--- src/rtl/seg_quad_pkg.sv ---
// Shared definitions for the segment quadrant classifier.
//   - quadrant index constants (q0 UL, q1 UR, q2 LL, q3 LR)
//   - FSM state type
//   - quadrant weights used by the optional weighted score
//   - nearest_thr(): decides whether a count is strictly nearer thr_a than thr_b
package seg_quad_pkg;

    localparam int Q_UL     = 0;
    localparam int Q_UR     = 1;
    localparam int Q_LL     = 2;
    localparam int Q_LR     = 3;
    localparam int NUM_QUAD = 4;

    typedef enum logic [1:0] {
        IDLE  = 2'd0,
        ACCUM = 2'd1,
        EVAL  = 2'd2,
        DONE  = 2'd3
    } seg_state_e;

    localparam logic [3:0] W_UL = 4'd3;
    localparam logic [3:0] W_UR = 4'd1;
    localparam logic [3:0] W_LL = 4'd5;
    localparam logic [3:0] W_LR = 4'd1;

    function automatic logic [3:0] quad_weight(input int q);
        case (q)
            Q_UL:    return W_UL;
            Q_UR:    return W_UR;
            Q_LL:    return W_LL;
            default: return W_LR;
        endcase
    endfunction

    // Operands are zero-extended to 32 bits by the caller (counter width must
    // not exceed 32). Distances are formed one bit wider than the operands so
    // the unsigned absolute difference can never wrap. A tie returns 0.
    function automatic logic nearest_thr(input logic [31:0] cnt,
                                         input logic [31:0] thr_a,
                                         input logic [31:0] thr_b);
        logic [32:0] dist_a;
        logic [32:0] dist_b;
        dist_a = (cnt >= thr_a) ? {1'b0, cnt - thr_a} : {1'b0, thr_a - cnt};
        dist_b = (cnt >= thr_b) ? {1'b0, cnt - thr_b} : {1'b0, thr_b - cnt};
        return (dist_a < dist_b);
    endfunction

endpackage

--- src/rtl/seg_quad_window_dec.sv ---
// Raster position decoder for the character windows.
// Maps (hcnt, vcnt) to the window it falls in, if any.
// Ports:
//   hcnt, vcnt  in   current column / row
//   in_window   out  position lies inside one of the NUM_SEG windows
//   seg_idx     out  window index (valid when in_window)
//   quad        out  quadrant {bottom, right}: 0 UL, 1 UR, 2 LL, 3 LR
module seg_quad_window_dec #(
    parameter int NUM_SEG   = 6,
    parameter int SEG_IW    = 3,
    parameter int SEG_X0    = 51,
    parameter int SEG_PITCH = 90,
    parameter int SEG_W     = 74,
    parameter int ROW_Y0    = 151,
    parameter int QUAD_H    = 75
) (
    input  logic [9:0]        hcnt,
    input  logic [9:0]        vcnt,
    output logic              in_window,
    output logic [SEG_IW-1:0] seg_idx,
    output logic [1:0]        quad
);

    logic [31:0] hx;
    logic [31:0] vy;
    logic        row_in;

    assign hx     = {22'd0, hcnt};
    assign vy     = {22'd0, vcnt};
    assign row_in = (vy >= ROW_Y0) && (vy < ROW_Y0 + 2 * QUAD_H);

    always_comb begin
        in_window = 1'b0;
        seg_idx   = '0;
        quad      = 2'd0;
        for (int s = 0; s < NUM_SEG; s++) begin
            if (row_in && (hx >= SEG_X0 + s * SEG_PITCH) &&
                (hx < SEG_X0 + s * SEG_PITCH + SEG_W)) begin
                in_window = 1'b1;
                seg_idx   = SEG_IW'(s);
                quad[0]   = (hx >= SEG_X0 + s * SEG_PITCH + SEG_W / 2);
                quad[1]   = (vy >= ROW_Y0 + QUAD_H);
            end
        end
    end

endmodule

--- src/rtl/seg_quad_classifier.sv ---
// Per-frame digit-segment classifier on the VGA pixel path.
// Counts key-colour pixels in each quadrant of NUM_SEG character windows,
// then classifies every quadrant as nearer thr_a (1) or not (0).
// Optional feature macro: SEG_QUAD_WEIGHT_EN enables the weighted seg_score;
// without it seg_score is constant 0.
// Ports:
//   clk, rst      pixel clock, synchronous active-high reset
//   hcnt, vcnt    raster position of pixel_in
//   pixel_in      current pixel (key nibble is the top 4 bits)
//   thr_a, thr_b  per-quadrant reference counts, entry [s*4+q]
//   pixel_out     pixel_in inside any window, else 0 (1-cycle latency)
//   seg_code      per segment {q3,q2,q1,q0}, 1 = nearer thr_a
//   seg_score     weighted score per segment (0 unless weighting enabled)
//   result_valid  1-cycle pulse when seg_code/seg_score update
//   busy          high in ACCUM or EVAL
//
// state | meaning
// ------+--------------------------------------------------------------
// IDLE  | waiting for frame start (hcnt==0 && vcnt==0)
// ACCUM | counting key pixels per quadrant; frame start restarts
// EVAL  | classifying one segment per cycle into the staging registers
// DONE  | committing staged results and pulsing result_valid
module seg_quad_classifier
    import seg_quad_pkg::*;
#(
    parameter int         NUM_SEG    = 6,
    parameter int         PIX_W      = 12,
    parameter logic [3:0] KEY_NIBBLE = 4'hA,
    parameter int         CNT_W      = 14,
    parameter int         SEG_X0     = 51,
    parameter int         SEG_PITCH  = 90,
    parameter int         SEG_W      = 74,
    parameter int         ROW_Y0     = 151,
    parameter int         QUAD_H     = 75
) (
    input  logic                         clk,
    input  logic                         rst,
    input  logic [9:0]                   hcnt,
    input  logic [9:0]                   vcnt,
    input  logic [PIX_W-1:0]             pixel_in,
    input  logic [NUM_SEG*4*CNT_W-1:0]   thr_a,
    input  logic [NUM_SEG*4*CNT_W-1:0]   thr_b,
    output logic [PIX_W-1:0]             pixel_out,
    output logic [NUM_SEG*4-1:0]         seg_code,
    output logic [NUM_SEG*4-1:0]         seg_score,
    output logic                         result_valid,
    output logic                         busy
);

    localparam int                SEG_IW   = (NUM_SEG > 1) ? $clog2(NUM_SEG) : 1;
    localparam int                NCNT     = NUM_SEG * NUM_QUAD;
    localparam logic [CNT_W-1:0]  CNT_MAX  = '1;
    localparam logic [9:0]        EVAL_ROW = 10'(ROW_Y0 + 2 * QUAD_H);
    localparam logic [SEG_IW-1:0] LAST_IDX = SEG_IW'(NUM_SEG - 1);

    seg_state_e state_q, state_d;

    logic              frame_start;
    logic              frame_end;
    logic              in_window;
    logic [SEG_IW-1:0] seg_idx;
    logic [1:0]        quad;
    logic              key_hit;

    logic              cnt_clr;
    logic              cnt_en;
    logic              eval_en;
    logic              commit;

    logic [CNT_W-1:0]     cnt_q [NCNT];
    logic [SEG_IW-1:0]    eval_idx_q;
    logic [3:0]           eval_code;
    logic [NUM_SEG*4-1:0] code_stage_q;

    assign frame_start = (hcnt == 10'd0) && (vcnt == 10'd0);
    assign frame_end   = (hcnt == 10'd0) && (vcnt == EVAL_ROW);
    assign key_hit     = (pixel_in[PIX_W-1 -: 4] == KEY_NIBBLE);
    assign busy        = (state_q == ACCUM) || (state_q == EVAL);

    seg_quad_window_dec #(
        .NUM_SEG   (NUM_SEG),
        .SEG_IW    (SEG_IW),
        .SEG_X0    (SEG_X0),
        .SEG_PITCH (SEG_PITCH),
        .SEG_W     (SEG_W),
        .ROW_Y0    (ROW_Y0),
        .QUAD_H    (QUAD_H)
    ) u_window_dec (
        .hcnt      (hcnt),
        .vcnt      (vcnt),
        .in_window (in_window),
        .seg_idx   (seg_idx),
        .quad      (quad)
    );

    always_ff @(posedge clk) begin
        if (rst) begin
            state_q <= IDLE;
        end else begin
            state_q <= state_d;
        end
    end

    // A frame start always wins: from any busy or finishing state it clears
    // the counters and restarts accumulation, dropping any pending result.
    always_comb begin
        state_d = state_q;
        cnt_clr = 1'b0;
        cnt_en  = 1'b0;
        eval_en = 1'b0;
        commit  = 1'b0;
        case (state_q)
            IDLE: begin
                if (frame_start) begin
                    state_d = ACCUM;
                    cnt_clr = 1'b1;
                end
            end
            ACCUM: begin
                if (frame_start) begin
                    cnt_clr = 1'b1;
                end else begin
                    cnt_en = 1'b1;
                    if (frame_end) begin
                        state_d = EVAL;
                    end
                end
            end
            EVAL: begin
                if (frame_start) begin
                    state_d = ACCUM;
                    cnt_clr = 1'b1;
                end else begin
                    eval_en = 1'b1;
                    if (eval_idx_q == LAST_IDX) begin
                        state_d = DONE;
                    end
                end
            end
            DONE: begin
                if (frame_start) begin
                    state_d = ACCUM;
                    cnt_clr = 1'b1;
                end else begin
                    commit  = 1'b1;
                    state_d = IDLE;
                end
            end
            default: state_d = IDLE;
        endcase
    end

    always_ff @(posedge clk) begin
        if (rst || cnt_clr) begin
            for (int i = 0; i < NCNT; i++) begin
                cnt_q[i] <= '0;
            end
        end else if (cnt_en && in_window && key_hit) begin
            for (int i = 0; i < NCNT; i++) begin
                if ((i == int'(seg_idx) * NUM_QUAD + int'(quad)) && (cnt_q[i] != CNT_MAX)) begin
                    cnt_q[i] <= cnt_q[i] + CNT_W'(1);
                end
            end
        end
    end

    always_ff @(posedge clk) begin
        if (rst || !eval_en) begin
            eval_idx_q <= '0;
        end else begin
            eval_idx_q <= eval_idx_q + SEG_IW'(1);
        end
    end

    // Segment select by constant-index loop keeps every array and bus access
    // in range even for eval_idx values that never occur.
    always_comb begin
        eval_code = 4'd0;
        for (int s = 0; s < NUM_SEG; s++) begin
            if (eval_idx_q == SEG_IW'(s)) begin
                for (int q = 0; q < NUM_QUAD; q++) begin
                    eval_code[q] = nearest_thr(32'(cnt_q[s*NUM_QUAD+q]),
                                               32'(thr_a[(s*NUM_QUAD+q)*CNT_W +: CNT_W]),
                                               32'(thr_b[(s*NUM_QUAD+q)*CNT_W +: CNT_W]));
                end
            end
        end
    end

    always_ff @(posedge clk) begin
        if (rst) begin
            code_stage_q <= '0;
        end else if (eval_en) begin
            for (int s = 0; s < NUM_SEG; s++) begin
                if (eval_idx_q == SEG_IW'(s)) begin
                    code_stage_q[s*4 +: 4] <= eval_code;
                end
            end
        end
    end

    always_ff @(posedge clk) begin
        if (rst) begin
            seg_code     <= '0;
            result_valid <= 1'b0;
            pixel_out    <= '0;
        end else begin
            result_valid <= commit;
            if (commit) begin
                seg_code <= code_stage_q;
            end
            pixel_out <= in_window ? pixel_in : '0;
        end
    end

`ifdef SEG_QUAD_WEIGHT_EN
    logic [3:0]           eval_score;
    logic [NUM_SEG*4-1:0] score_stage_q;

    always_comb begin
        eval_score = 4'd0;
        for (int q = 0; q < NUM_QUAD; q++) begin
            eval_score = eval_score + (eval_code[q] ? quad_weight(q) : 4'd0);
        end
    end

    always_ff @(posedge clk) begin
        if (rst) begin
            score_stage_q <= '0;
            seg_score     <= '0;
        end else begin
            if (eval_en) begin
                for (int s = 0; s < NUM_SEG; s++) begin
                    if (eval_idx_q == SEG_IW'(s)) begin
                        score_stage_q[s*4 +: 4] <= eval_score;
                    end
                end
            end
            if (commit) begin
                seg_score <= score_stage_q;
            end
        end
    end
`else
    assign seg_score = '0;
`endif

endmodule

--- config.mk ---
export PLATFORM = sky130hd
export DESIGN_NAME = seg_quad_classifier
export DESIGN_NICKNAME = d
export VERILOG_FILES = /design/src/rtl/seg_quad_pkg.sv /design/src/rtl/seg_quad_window_dec.sv /design/src/rtl/seg_quad_classifier.sv
export SDC_FILE = /design/constraint.sdc
export NUM_CORES = 2
export LEC_CHECK = 0
export CORE_MARGIN = 1.5
export CORE_UTILIZATION = 63
export DETAILED_ROUTE_END_ITERATION = 7
export GPL_ROUTABILITY_DRIVEN = 0
export GPL_TIMING_DRIVEN = 0
export HOLD_SLACK_MARGIN = 0.12
export PLACE_DENSITY = 0.86
export RECOVER_POWER = 50
export SETUP_SLACK_MARGIN = 0.05
export SLEW_MARGIN = 20
export SYNTH_ARGS = -nofsm -noshare
export SYNTH_HDL_FRONTEND = slang
export SYNTH_SLANG_ARGS = --single-unit
export TNS_END_PERCENT = 100
--- constraint.sdc ---
create_clock -name clk -period 9.6 [get_ports clk]
set_input_delay 0.96 -clock clk [delete_from_list [all_inputs] [get_ports clk]]
set_output_delay 0.96 -clock clk [all_outputs]
set_load 0.1 [all_outputs]
==> results.md <==
Run status:
- The flow ran to the end, but the final reports show violations.
- The checks that failed: DRC, capacitance limit, slew limit.

Clock network:
- The number of buffers inserted to repair setup after CTS is 0.
- The tree built by TritonCTS fans out to 402 sinks.
- The clock reaches the later pin of the worst-skew pair after ~0.70 ns.
- The post-CTS clock slew at the launch and capture registers of the worst setup and hold paths is ~0.060 ns.
- The number of gates resized after cts is 0.
- The clock buffer count from CTS is 53.
- The longest clock path from root to sink contains 3 buffers.
- In this run the number of H-tree levels came out at 2.
- The TritonCTS clock tree is done.
- The buffer type at the clock tree root is sky130_fd_sc_hd__clkbuf_16.
- The quantity of hold-fixing buffers added after cts is 0.

Timing:
- The clock period minus worst slack is ~7.4 ns.
- The count of final setup violators is 0.
- The number of hold violations in the final report is 0.
- The post-route fraction of the period consumed by the critical path is 0.7701.
- The normalized max-slew margin is -0.6644.
- For the pin with the worst max-slew slack, the measured transition is 2.475 ns.
- The worst setup skew after layout is 0.02513 ns.
- The final sum of negative setup slack is 0 ns.
- Setup repair after global routing left no endpoint under its margin.
- The final-report max-slew violation count is around 140.
- The maximum achievable frequency is 135.3 MHz.
- Hold timing on the final database bottoms out at a slack of 0.4593 ns.

Die:
- The floorplan row count is 139.
- The floorplan step defined a die boundary enclosing ~150000 sq um.
- The area inside the core boundary is 144000 sq um.
- 768 I/O pins were placed.
- In this run the vertical extent of the chip is 384.4 um.
- The initial standard-cell utilization of the core is 0.6365.
- Measured along the x axis, the die boundary spans 384.4 um.

Yosys:
- The number of library cell types mapped by synthesis is 101.
- The simple-gate portion of the synthesized area is 0.1495.
- The average instance in the mapped netlist occupies approximately 7.7 sq um.
- The share of the Yosys chip area taken by registers is 0.1245.
- Among all flip-flop cells after synthesis, the most frequent one is sky130_fd_sc_hd__edfxtp_1.
- The synthesized cell area is ~90000 sq um.
- The count of state elements after synthesis is 402.
- The share of flip-flops with an asynchronous set or reset is 0.
- Of the total synthesized cell area, the portion taken by full adders, half adders and majority gates is 0.2550.
- The Yosys step of the flow raised 0 warnings.
- By area, the combinational part of the netlist is dominated by compound AO/OA/AOI/OAI gates.
- Of the total synthesized cell area, the portion taken by XOR and XNOR cells is 0.07913.
- The number of enable flip-flop cells after synthesis is 336.
- The multiplexer fraction of the synthesized cell area is 0.04867.
- The synthesized netlist cell count is 11.96k.
- The fraction of the mapped netlist area in compound gates is 0.2631.

Routing:
- The number of search-and-repair iterations in the first detailed-routing pass is 8.
- The routed layout has about 95k vias.
- After detailed routing, the average wire length per cell comes to around 21 um.
- In this run the remaining antenna-violating nets after routing total 0.
- The final layout contains routed wiring with a total length of 313800 um.
- The first routing iteration left between 10k and 15k violations.
- The DRC violation count after routing is 4.
- In the routed layout, each cell is associated on average with a via count of ~6.4.

Worst setup path:
- The most frequent cell on the critical path is sky130_fd_sc_hd__nand2_1.
- Data on the critical path arrives at its endpoint at 7.92 ns.
- Setup slack on the worst reg-to-reg path comes out at approximately 2.6 ns.
- In this run the worst path has a maximum fanout of 10.
- The worst setup path is captured at a flip-flop.
- In this run the critical register-to-register path is captured at code_stage_q[9]$_SDFFE_PP0P_.
- STA puts the critical path data required time at 10.13 ns.
- The setup path with the least slack is of type input port to flip-flop.
- Traced cell by cell, the critical path runs through dlygate4sd3_1, clkbuf_1, nand2_1, o41ai_1, o41ai_1, nand2_1, and2_1, clkbuf_1, nand2_1, nor2_1, nand2_1, clkbuf_1, nor2_1.
- The largest stage delay on the critical path is 1.91 ns.
- The worst register-to-register path begins at cnt_q[2][20]$_SDFFCE_PN0P_.
- The slowest library cell on the worst path is sky130_fd_sc_hd__nor2_1.
- STA classifies the critical path startpoint as an input port.
- For the worst flop-to-flop path, the logic depth is 20.

Cells and area:
- The ratio of cells with drive above 1 in the final layout is 0.02743.
- The final net count is 15.31k.
- Counting the fill cells in the layout gives approximately 11k.
- Relative to the synthesized area, the layout overhead comes to 13.15%.
- The library cells used most frequently in the layout, excluding fill and tap cells, are sky130_fd_sc_hd__ha_1, sky130_fd_sc_hd__inv_1, sky130_fd_sc_hd__a21oi_1, sky130_fd_sc_hd__nor2_1, sky130_fd_sc_hd__a21o_1.
- The number of standard cells in the final layout excluding fillers is 14.85k.
- The most frequent standard cell in the layout excluding fill and tap cells is sky130_fd_sc_hd__ha_1.
- For this run, the share of the core covered by cells in the final layout is 0.7202.

Pwr:
- In this run the static leakage power is 49.81 nW.
- In this run the power density over the cells is 99.10 nW/um^2.
- IR analysis of the VDD net gives a maximum drop of 0.0001442 V.

GRT:
- Summed over all layers, the global routing overflow is 0.
- For this run, global-route usage on met2 was measured as 0.6487.
- The routing usage on met1 is 0.4774.
- The met3 layer usage reported by global route is 0.1018.
- The first global-routing pass estimated 484300 um of wire.
- The via count of the first global-routing pass was 91.46k.
- The maximum number of pins on one net before global-route repair is 15.
- met2 is the most crowded layer.
- The initial antenna violation count is 126.
- Across every metal layer, demand over resource in global routing totals 0.4045.

Worst hold path:
- The worst hold path terminates at seg_code[15]$_SDFFE_PP0P_.
- The start point of the worst min-delay path is seg_code[15]$_SDFFE_PP0P_.
- The tightest min-delay check is of the flip-flop to flip-flop type.
- Along the worst hold path, the cell count comes to 2.

Place:
- The half-perimeter wire length after detailed placement is between 200000 and 300000 um.
- The count of port buffers added during placement is 742.
- The number of placed instances, taps included is around 15k.

Flow run:
- The tool flagged a number of max-cap violations equal to 13.
## worst max-delay path by stage
stage	start	endpoint	slack, ns
2_1_floorplan	thr_b[324]	code_stage_q[19]$_SDFFE_PP0P_	4.14
3_3_place_gp	thr_a[161]	code_stage_q[7]$_SDFFE_PP0P_	1.56
3_5_place_dp	thr_b[239]	code_stage_q[9]$_SDFFE_PP0P_	1.91
4_1_cts	thr_a[71]	code_stage_q[9]$_SDFFE_PP0P_	2.57
5_1_grt	thr_b[239]	code_stage_q[9]$_SDFFE_PP0P_	1.89
6_report	hcnt[4]	cnt_q[1][94]$_SDFFCE_PN0P_	2.21
## flip-flops by register name (all words and copies together) (netlist names)
register      count
cnt_q           336
result_valid      1
eval_idx_q        3
pixel_out        12
state_q           2
code_stage_q     24
seg_code         24
## through the flow
step	setup slack [ns]	total power, W	area [sq um]
after global routing	1.888	0.01092	103600
after CTS	2.570	0.01012	103700
after floorplan	4.145	0.006263	91740
after detailed placement	1.910	0.007902	101800
final	2.207	0.01028	103700
after global placement	1.559	0.007641	101500
## final cells by class
cell class,instances,area (sq um),area share
Multi-Input combinational cell,9668,73010,0.7040
Sequential cell,402,11410,0.1100
Timing Repair Buffer,755,7507,0.07239
Inverter,1415,5311,0.05122
Tap cell,1903,2381,0.02296
Buffer,496,1992,0.01921
Clock buffer,65,1391,0.01342
Clock inverter,34,430.4,0.004150
Antenna cell,107,267.8,0.002582
## where the power goes
group          leakage [nW]  switching [W]  internal [W]
Sequential             3.99       0.000120       0.00196
Combinational          44.9        0.00345       0.00256
Clock                 0.877       0.000940       0.00125
## metal layers
layer	vias up	part of all wire
met5	-	0.0015
met4	74	0.078
met3	1395	0.11
met1	44065	0.37
met2	5633	0.44
li1	44192	-
## kinds of logic after synthesis
logic type               after synthesis
AND/OR/NAND/NOR                     2867
AO/OA/AOI/OAI                       3707
buffers and inverters               1911
flip-flops                           402
other                                  1
adder cells (fa/ha/maj)             1810
XOR/XNOR                             828
multiplexers                         432
## Yosys cell counts, types with 97 or more instances
master / count / share of area
sky130_fd_sc_hd__a211oi_1: 120 / 0.0098
sky130_fd_sc_hd__a21o_1: 746 / 0.061
sky130_fd_sc_hd__a21oi_1: 1133 / 0.062
sky130_fd_sc_hd__a31oi_1: 105 / 0.0072
sky130_fd_sc_hd__and3_1: 97 / 0.0066
sky130_fd_sc_hd__clkbuf_1: 424 / 0.017
sky130_fd_sc_hd__edfxtp_1: 336 / 0.11
sky130_fd_sc_hd__ha_1: 1714 / 0.23
sky130_fd_sc_hd__inv_1: 1415 / 0.058
sky130_fd_sc_hd__mux2_2: 109 / 0.013
sky130_fd_sc_hd__mux2i_1: 323 / 0.035
sky130_fd_sc_hd__nand2_1: 720 / 0.029
sky130_fd_sc_hd__nand2b_1: 112 / 0.0076
sky130_fd_sc_hd__nand3_1: 264 / 0.014
sky130_fd_sc_hd__nand4_1: 168 / 0.011
sky130_fd_sc_hd__nor2_1: 831 / 0.034
sky130_fd_sc_hd__nor2b_1: 162 / 0.011
sky130_fd_sc_hd__nor3_1: 214 / 0.012
sky130_fd_sc_hd__o211ai_1: 103 / 0.0084
sky130_fd_sc_hd__o21ai_0: 587 / 0.032
sky130_fd_sc_hd__o21bai_1: 192 / 0.016
sky130_fd_sc_hd__xnor2_1: 624 / 0.060
sky130_fd_sc_hd__xor2_1: 204 / 0.019
## critical path: cells and delay by family
kind / cells / cell delay (ns)
buffers and inverters: 4 / 1.93
AO/OA/AOI/OAI: 2 / 1.09
AND/OR/NAND/NOR: 7 / 3.89
Power figures use the tool's default switching activity.
